**src/rtl/hazard_ctrl_pkg.sv**
```systemverilog
// Shared core package: hazard FSM state encoding, default register-index width
// and pipeline stage-register widths used across the core.
package hazard_ctrl_pkg;

  localparam int REGFILE_LEN_DEFAULT = 6;
  localparam int FPU_CNT_W           = 4;
  localparam int STATE_W             = 1;

  // Stage-register payload widths (pc + instruction, decoded operands + control)
  localparam int IF_ID_W = 64;
  localparam int ID_EX_W = 128;

  typedef enum logic [STATE_W-1:0] {
    RUN      = 1'b0,
    FPU_WAIT = 1'b1
  } hz_state_e;

endpackage

```
**src/rtl/hazard_ctrl_cmp.sv**
```systemverilog
// Load-use comparator: flags an ID source that depends on the load in EX.
module hazard_cmp #(
  parameter int W = 6
) (
  input  logic [W-1:0] id_rs1,
  input  logic [W-1:0] id_rs2,
  input  logic         id_uses_rs1,
  input  logic         id_uses_rs2,
  input  logic [W-1:0] ex_rd,
  input  logic         ex_reg_write,
  input  logic         ex_mem_read,
  output logic         load_use
);

  logic rs1_hit;
  logic rs2_hit;

  assign rs1_hit  = id_uses_rs1 && (id_rs1 == ex_rd);
  assign rs2_hit  = id_uses_rs2 && (id_rs2 == ex_rd);
  // x0 is never a real dependency
  assign load_use = ex_mem_read && ex_reg_write && (ex_rd != '0) && (rs1_hit || rs2_hit);

endmodule

```
**src/rtl/hazard_ctrl.sv**
```systemverilog
// Pipeline hazard controller: load-use stall, EX redirect flush and, when
// HAZARD_FPU_MULTICYCLE_EN is defined, a multi-cycle FPU hold of the EX stage.
module hazard_ctrl
  import hazard_ctrl_pkg::*;
#(
  parameter int REGFILE_LEN = REGFILE_LEN_DEFAULT,
  parameter int FPU_LATENCY = 4
) (
  input  logic                   clk,
  input  logic                   rst_n,
  input  logic [REGFILE_LEN-1:0] id_rs1,
  input  logic [REGFILE_LEN-1:0] id_rs2,
  input  logic                   id_uses_rs1,
  input  logic                   id_uses_rs2,
  input  logic [REGFILE_LEN-1:0] ex_rd,
  input  logic                   ex_reg_write,
  input  logic                   ex_mem_read,
  input  logic                   ex_fpu_start,
  input  logic                   ex_redirect,
  output logic                   pc_write,
  output logic                   if_id_write,
  output logic                   id_ex_write,
  output logic                   if_id_flush,
  output logic                   id_ex_flush,
  output logic                   ex_hold,
  output logic [STATE_W-1:0]     dbg_state
);

  logic load_use;
  logic fsm_hold;

  hazard_cmp #(.W(REGFILE_LEN)) u_cmp (
    .id_rs1       (id_rs1),
    .id_rs2       (id_rs2),
    .id_uses_rs1  (id_uses_rs1),
    .id_uses_rs2  (id_uses_rs2),
    .ex_rd        (ex_rd),
    .ex_reg_write (ex_reg_write),
    .ex_mem_read  (ex_mem_read),
    .load_use     (load_use)
  );

`ifdef HAZARD_FPU_MULTICYCLE_EN
  localparam int WAIT_INT = (FPU_LATENCY > 2) ? (FPU_LATENCY - 2) : 0;
  localparam logic [FPU_CNT_W-1:0] WAIT_CYCLES = FPU_CNT_W'(WAIT_INT);

  hz_state_e              state_q, state_d;
  logic [FPU_CNT_W-1:0]   fpu_cnt_q, fpu_cnt_d;
  logic                   fpu_done_q, fpu_done_d;
  logic                   fpu_go;

  // ex_fpu_start stays high on the release cycle; fpu_done_q keeps it from retriggering
  assign fpu_go    = (FPU_LATENCY > 1) && ex_fpu_start && !ex_redirect && !fpu_done_q;
  assign dbg_state = state_q;

  always_ff @(posedge clk) begin
    if (!rst_n) begin
      state_q    <= RUN;
      fpu_cnt_q  <= '0;
      fpu_done_q <= 1'b0;
    end else begin
      state_q    <= state_d;
      fpu_cnt_q  <= fpu_cnt_d;
      fpu_done_q <= fpu_done_d;
    end
  end

  always_comb begin
    state_d    = state_q;
    fpu_cnt_d  = fpu_cnt_q;
    fpu_done_d = 1'b0;
    fsm_hold   = 1'b0;
    case (state_q)
      RUN: begin
        if (fpu_go) begin
          fsm_hold = 1'b1;
          if (FPU_LATENCY > 2) begin
            state_d   = FPU_WAIT;
            fpu_cnt_d = WAIT_CYCLES;
          end else begin
            fpu_done_d = 1'b1;
          end
        end
      end
      FPU_WAIT: begin
        fsm_hold = 1'b1;
        if (fpu_cnt_q <= FPU_CNT_W'(1)) begin
          state_d    = RUN;
          fpu_cnt_d  = '0;
          fpu_done_d = 1'b1;
        end else begin
          fpu_cnt_d = fpu_cnt_q - FPU_CNT_W'(1);
        end
      end
      default: begin
        state_d   = RUN;
        fpu_cnt_d = '0;
      end
    endcase
  end
`else
  logic [2:0] unused_sig;

  assign unused_sig = {clk, ex_fpu_start, FPU_LATENCY[0]};
  assign fsm_hold   = 1'b0;
  assign dbg_state  = RUN;
`endif

  // Priority: reset, FPU hold, redirect, load-use stall
  always_comb begin
    pc_write    = 1'b1;
    if_id_write = 1'b1;
    id_ex_write = 1'b1;
    if_id_flush = 1'b0;
    id_ex_flush = 1'b0;
    ex_hold     = 1'b0;
    if (!rst_n) begin
      pc_write    = 1'b0;
      if_id_write = 1'b0;
      id_ex_write = 1'b0;
      if_id_flush = 1'b1;
      id_ex_flush = 1'b1;
    end else if (fsm_hold) begin
      pc_write    = 1'b0;
      if_id_write = 1'b0;
      id_ex_write = 1'b0;
      ex_hold     = 1'b1;
    end else if (ex_redirect) begin
      if_id_flush = 1'b1;
      id_ex_flush = 1'b1;
    end else if (load_use) begin
      pc_write    = 1'b0;
      if_id_write = 1'b0;
      id_ex_flush = 1'b1;
    end
  end

endmodule

```
**config.mk**
```make
export PLATFORM = sky130hd
export DESIGN_NAME = hazard_ctrl
export DESIGN_NICKNAME = d
export VERILOG_FILES = /design/src/rtl/hazard_ctrl_pkg.sv /design/src/rtl/hazard_ctrl_cmp.sv /design/src/rtl/hazard_ctrl.sv
export SDC_FILE = /design/constraint.sdc
export NUM_CORES = 1
export LEC_CHECK = 0
export CAP_MARGIN = 0
export CORE_AREA = 2 2 39 41
export DETAILED_ROUTE_END_ITERATION = 10
export DIE_AREA = 0 0 41 43
export GPL_TIMING_DRIVEN = 0
export SLEW_MARGIN = 20
export SYNTH_ARGS = -nofsm -noshare
export SYNTH_HDL_FRONTEND = slang
export SYNTH_SLANG_ARGS = --single-unit
```
**constraint.sdc**
```tcl
create_clock -name vclk -period 3.3
set_input_delay 0.99 -clock vclk [all_inputs]
set_output_delay 0.99 -clock vclk [all_outputs]
set_load 0.02 [all_outputs]
```
======== Yosys cells after proc, flatten, opt, wreduce, memory -nomap -nowiden ========
Index checks and enable logic that the tools add are counted.
storage, ports and cells
  flip-flop bits (word level) ............. 0
  input port bits ......................... 26
  output and inout port bits .............. 7
  logic and storage cells ................. 18
operators by class
  equality and inequality tests ........... 2
  mux-type cells .......................... 9
  reductions and logical operators ........ 7
operators with widths
  cell                 number
  $eq A6 B6 Y1         2
  $mux W1              9
  $reduce_bool A6 Y1   1
  $logic_and A1 B1 Y1  5
  $logic_or A1 B1 Y1   1

======== Logic depth before layout (Yosys ltp) ========
  depth in word-level cells ............... 7
  depth in mapped cells ................... 5
  mapped depth without buffers ............ 4

======== Modules after synthesis ========
From an unflattened synthesis, not the netlist that was laid out.
second synthesis, totals
  cells, all modules ...................... 28
  area, all modules ....................... 219.0 µm²
by module, submodules not included
  module       times used  cells an instance  area each (µm²)  sequential area each (µm²)
  hazard_cmp   1           19                 153.9            0.0
  hazard_ctrl  1           9                  65.1             0.0

======== Worst setup path after synthesis ========
No wires, ideal clock.
  kind .................................... input -> output
  start point ............................. input port ex_rd[2]
  end point ............................... output port pc_write
  arrival time ............................ 2234 ps
  required time ........................... 2310 ps
  path slack .............................. 76 ps
  stages .................................. 4
  path buffers ............................ 1
  path through ............................ or4_1 > o311ai_2 > o31a_1 > buf_4
on the way
  longest elaborated chain between the ends .. 7
  elaborated cells on any way between the ends .. 11
  those cells by class .................... eq/ne: 2; mux: 3; reduce/logical: 6
RTL lines
  what                                    RTL line                                      RTL
  start: declaration                      hazard_ctrl.sv:15                             input logic [REGFILE_LEN-1:0] ex_rd,
  $eq A6 B6 Y1 (on tied branches)         hazard_ctrl_cmp.sv:18, hazard_ctrl_cmp.sv:19
  $logic_and A1 B1 Y1 (on tied branches)  hazard_ctrl_cmp.sv:18, hazard_ctrl_cmp.sv:19
  $logic_or A1 B1 Y1                      hazard_ctrl_cmp.sv:21                         assign load_use = ex_mem_read && ex_reg_write && (ex_rd != '0) && (rs1_hit || rs2_hit);
  $logic_and A1 B1 Y1 (*)                 hazard_ctrl_cmp.sv:21
  $mux W1 (*) (3 in a row)                n/a
  end: declaration                        hazard_ctrl.sv:20                             output logic pc_write,
Every way passes the cells marked *; elsewhere a longest branch is shown, timed or not.

======== Worst setup path in the final report ========
  start point ............................. input port id_uses_rs2
  end point ............................... output port if_id_write
on the way
  longest elaborated chain between the ends .. 6
RTL lines
  what                 RTL line               RTL
  start: declaration   hazard_ctrl.sv:14      input logic id_uses_rs2,
  $logic_and A1 B1 Y1  hazard_ctrl_cmp.sv:19  assign rs2_hit = id_uses_rs2 && (id_rs2 == ex_rd);
  $logic_or A1 B1 Y1   hazard_ctrl_cmp.sv:21
  $logic_and A1 B1 Y1  hazard_ctrl_cmp.sv:21
  $mux W1              hazard_ctrl.sv:131     end else if (load_use) begin
  $mux W1              hazard_ctrl.sv:128     end else if (ex_redirect) begin
  $mux W1              hazard_ctrl.sv:117     if (!rst_n) begin
  end: declaration     hazard_ctrl.sv:21      output logic if_id_write,
Every way passes these cells.

==> results.yml <==
outcome:
  status: "finished, final reports clean"
floorplanning:
  rows: 14
  die_w_um: 41
  start_util_pct: 15.6
  top_level_ports: 33
  dieArea_um2: 1760
  core-area_um2: 1380
  die_h_um: 43
place:
  dpl.hpwl_um: 610
  place.port_buffers: 29
  placed_cells: 73
  globalplace.congestion: 0.673
  pre_cts_ws_ps: -875
critical_path:
  worstSetupPathType: "input port to output pin"
  path_cells: "clkdlybuf4s50_1, nand4_1, o22a_1, o31a_1, buf_4"
  timing.critical_path.slowest_stage_cell: "clkdlybuf4s50_1"
  critPathRequiredTime_ps: 2310
  critical_path_peak_fanout: 2
  cp.arrival_ps: 2230
  cp-end-kind: "output pin"
  start_kind: "input port"
  slowest_delay_ps: 460
finish:
  mostFrequentLayoutCell: "dlygate4sd2_1"
  layout-drive-gt1-share_pct: 25.9
  n_sequential_cell: 0
  layout.area.seq_um2: 0
  post_layout_nonfiller_instances: 74
  post-route-util_pct: 38.1
  n_antenna_cell: 0
  most-common-layout-cells: "13 x dlygate4sd2_1, 12 x xnor2_1, 7 x clkdlybuf4s50_1"
  layout.nets: 86
  area_growth_from_synthesis_to_layout_pct: 143
  layout.clock_buffers: 0
grt:
  grt_remaining_overflow: 0
  grt_use_total_pct: 8.49
  grt_max_degree: 4
  global_route_wire_length_before_repair_mm: 1.12
  grt_antenna_before_repair: 0
  grt_pass1_vias: 309
synth:
  synth_simple_gate_area_share_pct: 16.8
  synth.mux.area_fraction_pct: 0
  synth_top_cell_area_share_pct: 48.6
  yosys.area.top_type: "xnor2_1"
  synth-compound-area-share_pct: 19.1
  synth.yosys.seq_area_share_pct: 0
  synth_area_per_cell_um2: 8.02
  synth.cell_area_um2: 216
  netlist_instances: 27
  synthesis.yosys.warnings: 0
  synth_area_leaders: "xnor2_1 49%, buf_4 14%, o311ai_2 7.5%, nand4_1 5.8%, nand3_1 4.6%"
  synth_top_family_by_area: "XOR/XNOR gates"
  synth_fa_ha_area_share_pct: 0
  post_synth_xor_area_fraction_pct: 48.6
  number_of_library_cell_types_mapped_by_synthesis: 11
timing:
  hold-worst-slack_ps: 2570
  final_hold_viol_count: 0
  report.final.setup_viol: 0
  min_period_over_period_pct: 97.6
  fin_crit_period_ps: 3220
  max_freq_mhz: 310
  post-route-worst-setup-slack_ps: 77.9
  rsz0062_at_grt: "false"
  timing_max_transition_violations_final: 0
drt:
  via_per_inst: 4.00
  detail_route.drc_violations: 0
  num_vias: 296
  route.final.wire_length_um: 691
  drt-wirelength-per-cell_um: 9.34
  drt_pre_antenna_iters: 1
  dr.first_iter.drc_count: 0
  post_route_ant_nets: 0
worst_hold_path:
  hold_class: "input port to output pin"
power_and_ir_drop:
  peak_supply_drop_mv: 0.0389
  leakage_nw: 0.214
  pwr_density_cell_nw_per_um2: 122
flow_run:
  maxCapViolations: 0
==> stage by stage <==
step | TNS [ps] | power [W] | cell area, µm²
2_1_floorplan | 0 | 0.0000277 | 220
3_3_place_gp | -2260 | 0.0000687 | 531
3_5_place_dp | -2280 | 0.0000691 | 531
4_1_cts | 0 | 0.0000645 | 524
5_1_grt | 0 | 0.0000695 | 527
6_report | 0 | 0.0000643 | 527
==> Yosys cell counts, drive strengths merged <==
| cell type | count |
|---|---|
| buf | 4 |
| nand2b | 1 |
| o31a | 1 |
| o22a | 1 |
| nand4 | 2 |
| o311ai | 1 |
| xnor2 | 12 |
| conb | 1 |
| or4 | 1 |
| nand3 | 2 |
| o21bai | 1 |
==> worst paths after layout <==
path / cells past startpoint / end / startpoint
min: 6 / id_ex_flush / ex_rd[3]
max: 5 / if_id_write / id_uses_rs2
==> cells by family after synthesis <==
kind of cell           after synthesis
AO/OA/AOI/OAI                        4
XOR/XNOR                            12
buffers and inverters                4
other                                1
AND/OR/NAND/NOR                      6
==> worst max-delay path, delay by kind of cell <==
| family | cells | cell delay [ps] |
|---|---|---|
| AOI/OAI and AO/OA | 2 | 520 |
| buffers and inverters | 2 | 630 |
| and+or+nand+nor | 1 | 100 |
==> report_power, final <==
part / internal [W] / switching [W] / total [W]
sequential: 0 / 0 / 0
combinational: 0.0000398 / 0.0000245 / 0.0000643
clock: 0 / 0 / 0
total: 0.0000398 / 0.0000245 / 0.0000643
==> timing repair <==
action | 4_1_cts | 5_1_grt
pin swaps | 19 | 2
setup buffers | 2 | 0
endpoints found under the hold margin | 0 | 0
resized for setup | 55 | 1
hold buffers | 0 | 0
endpoints found under the setup margin | 3 | 3
cloned | 0 | 0
==> routing by layer <==
metal	global-route usage, %	part of all wire [%]	up-vias
met5	0	0	-
met4	0	0	0
met3	1.05	15	0
met2	15.9	48	21
met1	10.1	37	123
li1	-	-	152
==> layout make-up <==
type	instances	area (µm²)
Fill cell	161	857
Multi-Input combinational cell	24	204
Timing Repair Buffer	31	280
Tap cell	16	20.0
Buffer	3	22.5
Note: power is estimated with default switching activity, not from simulation.
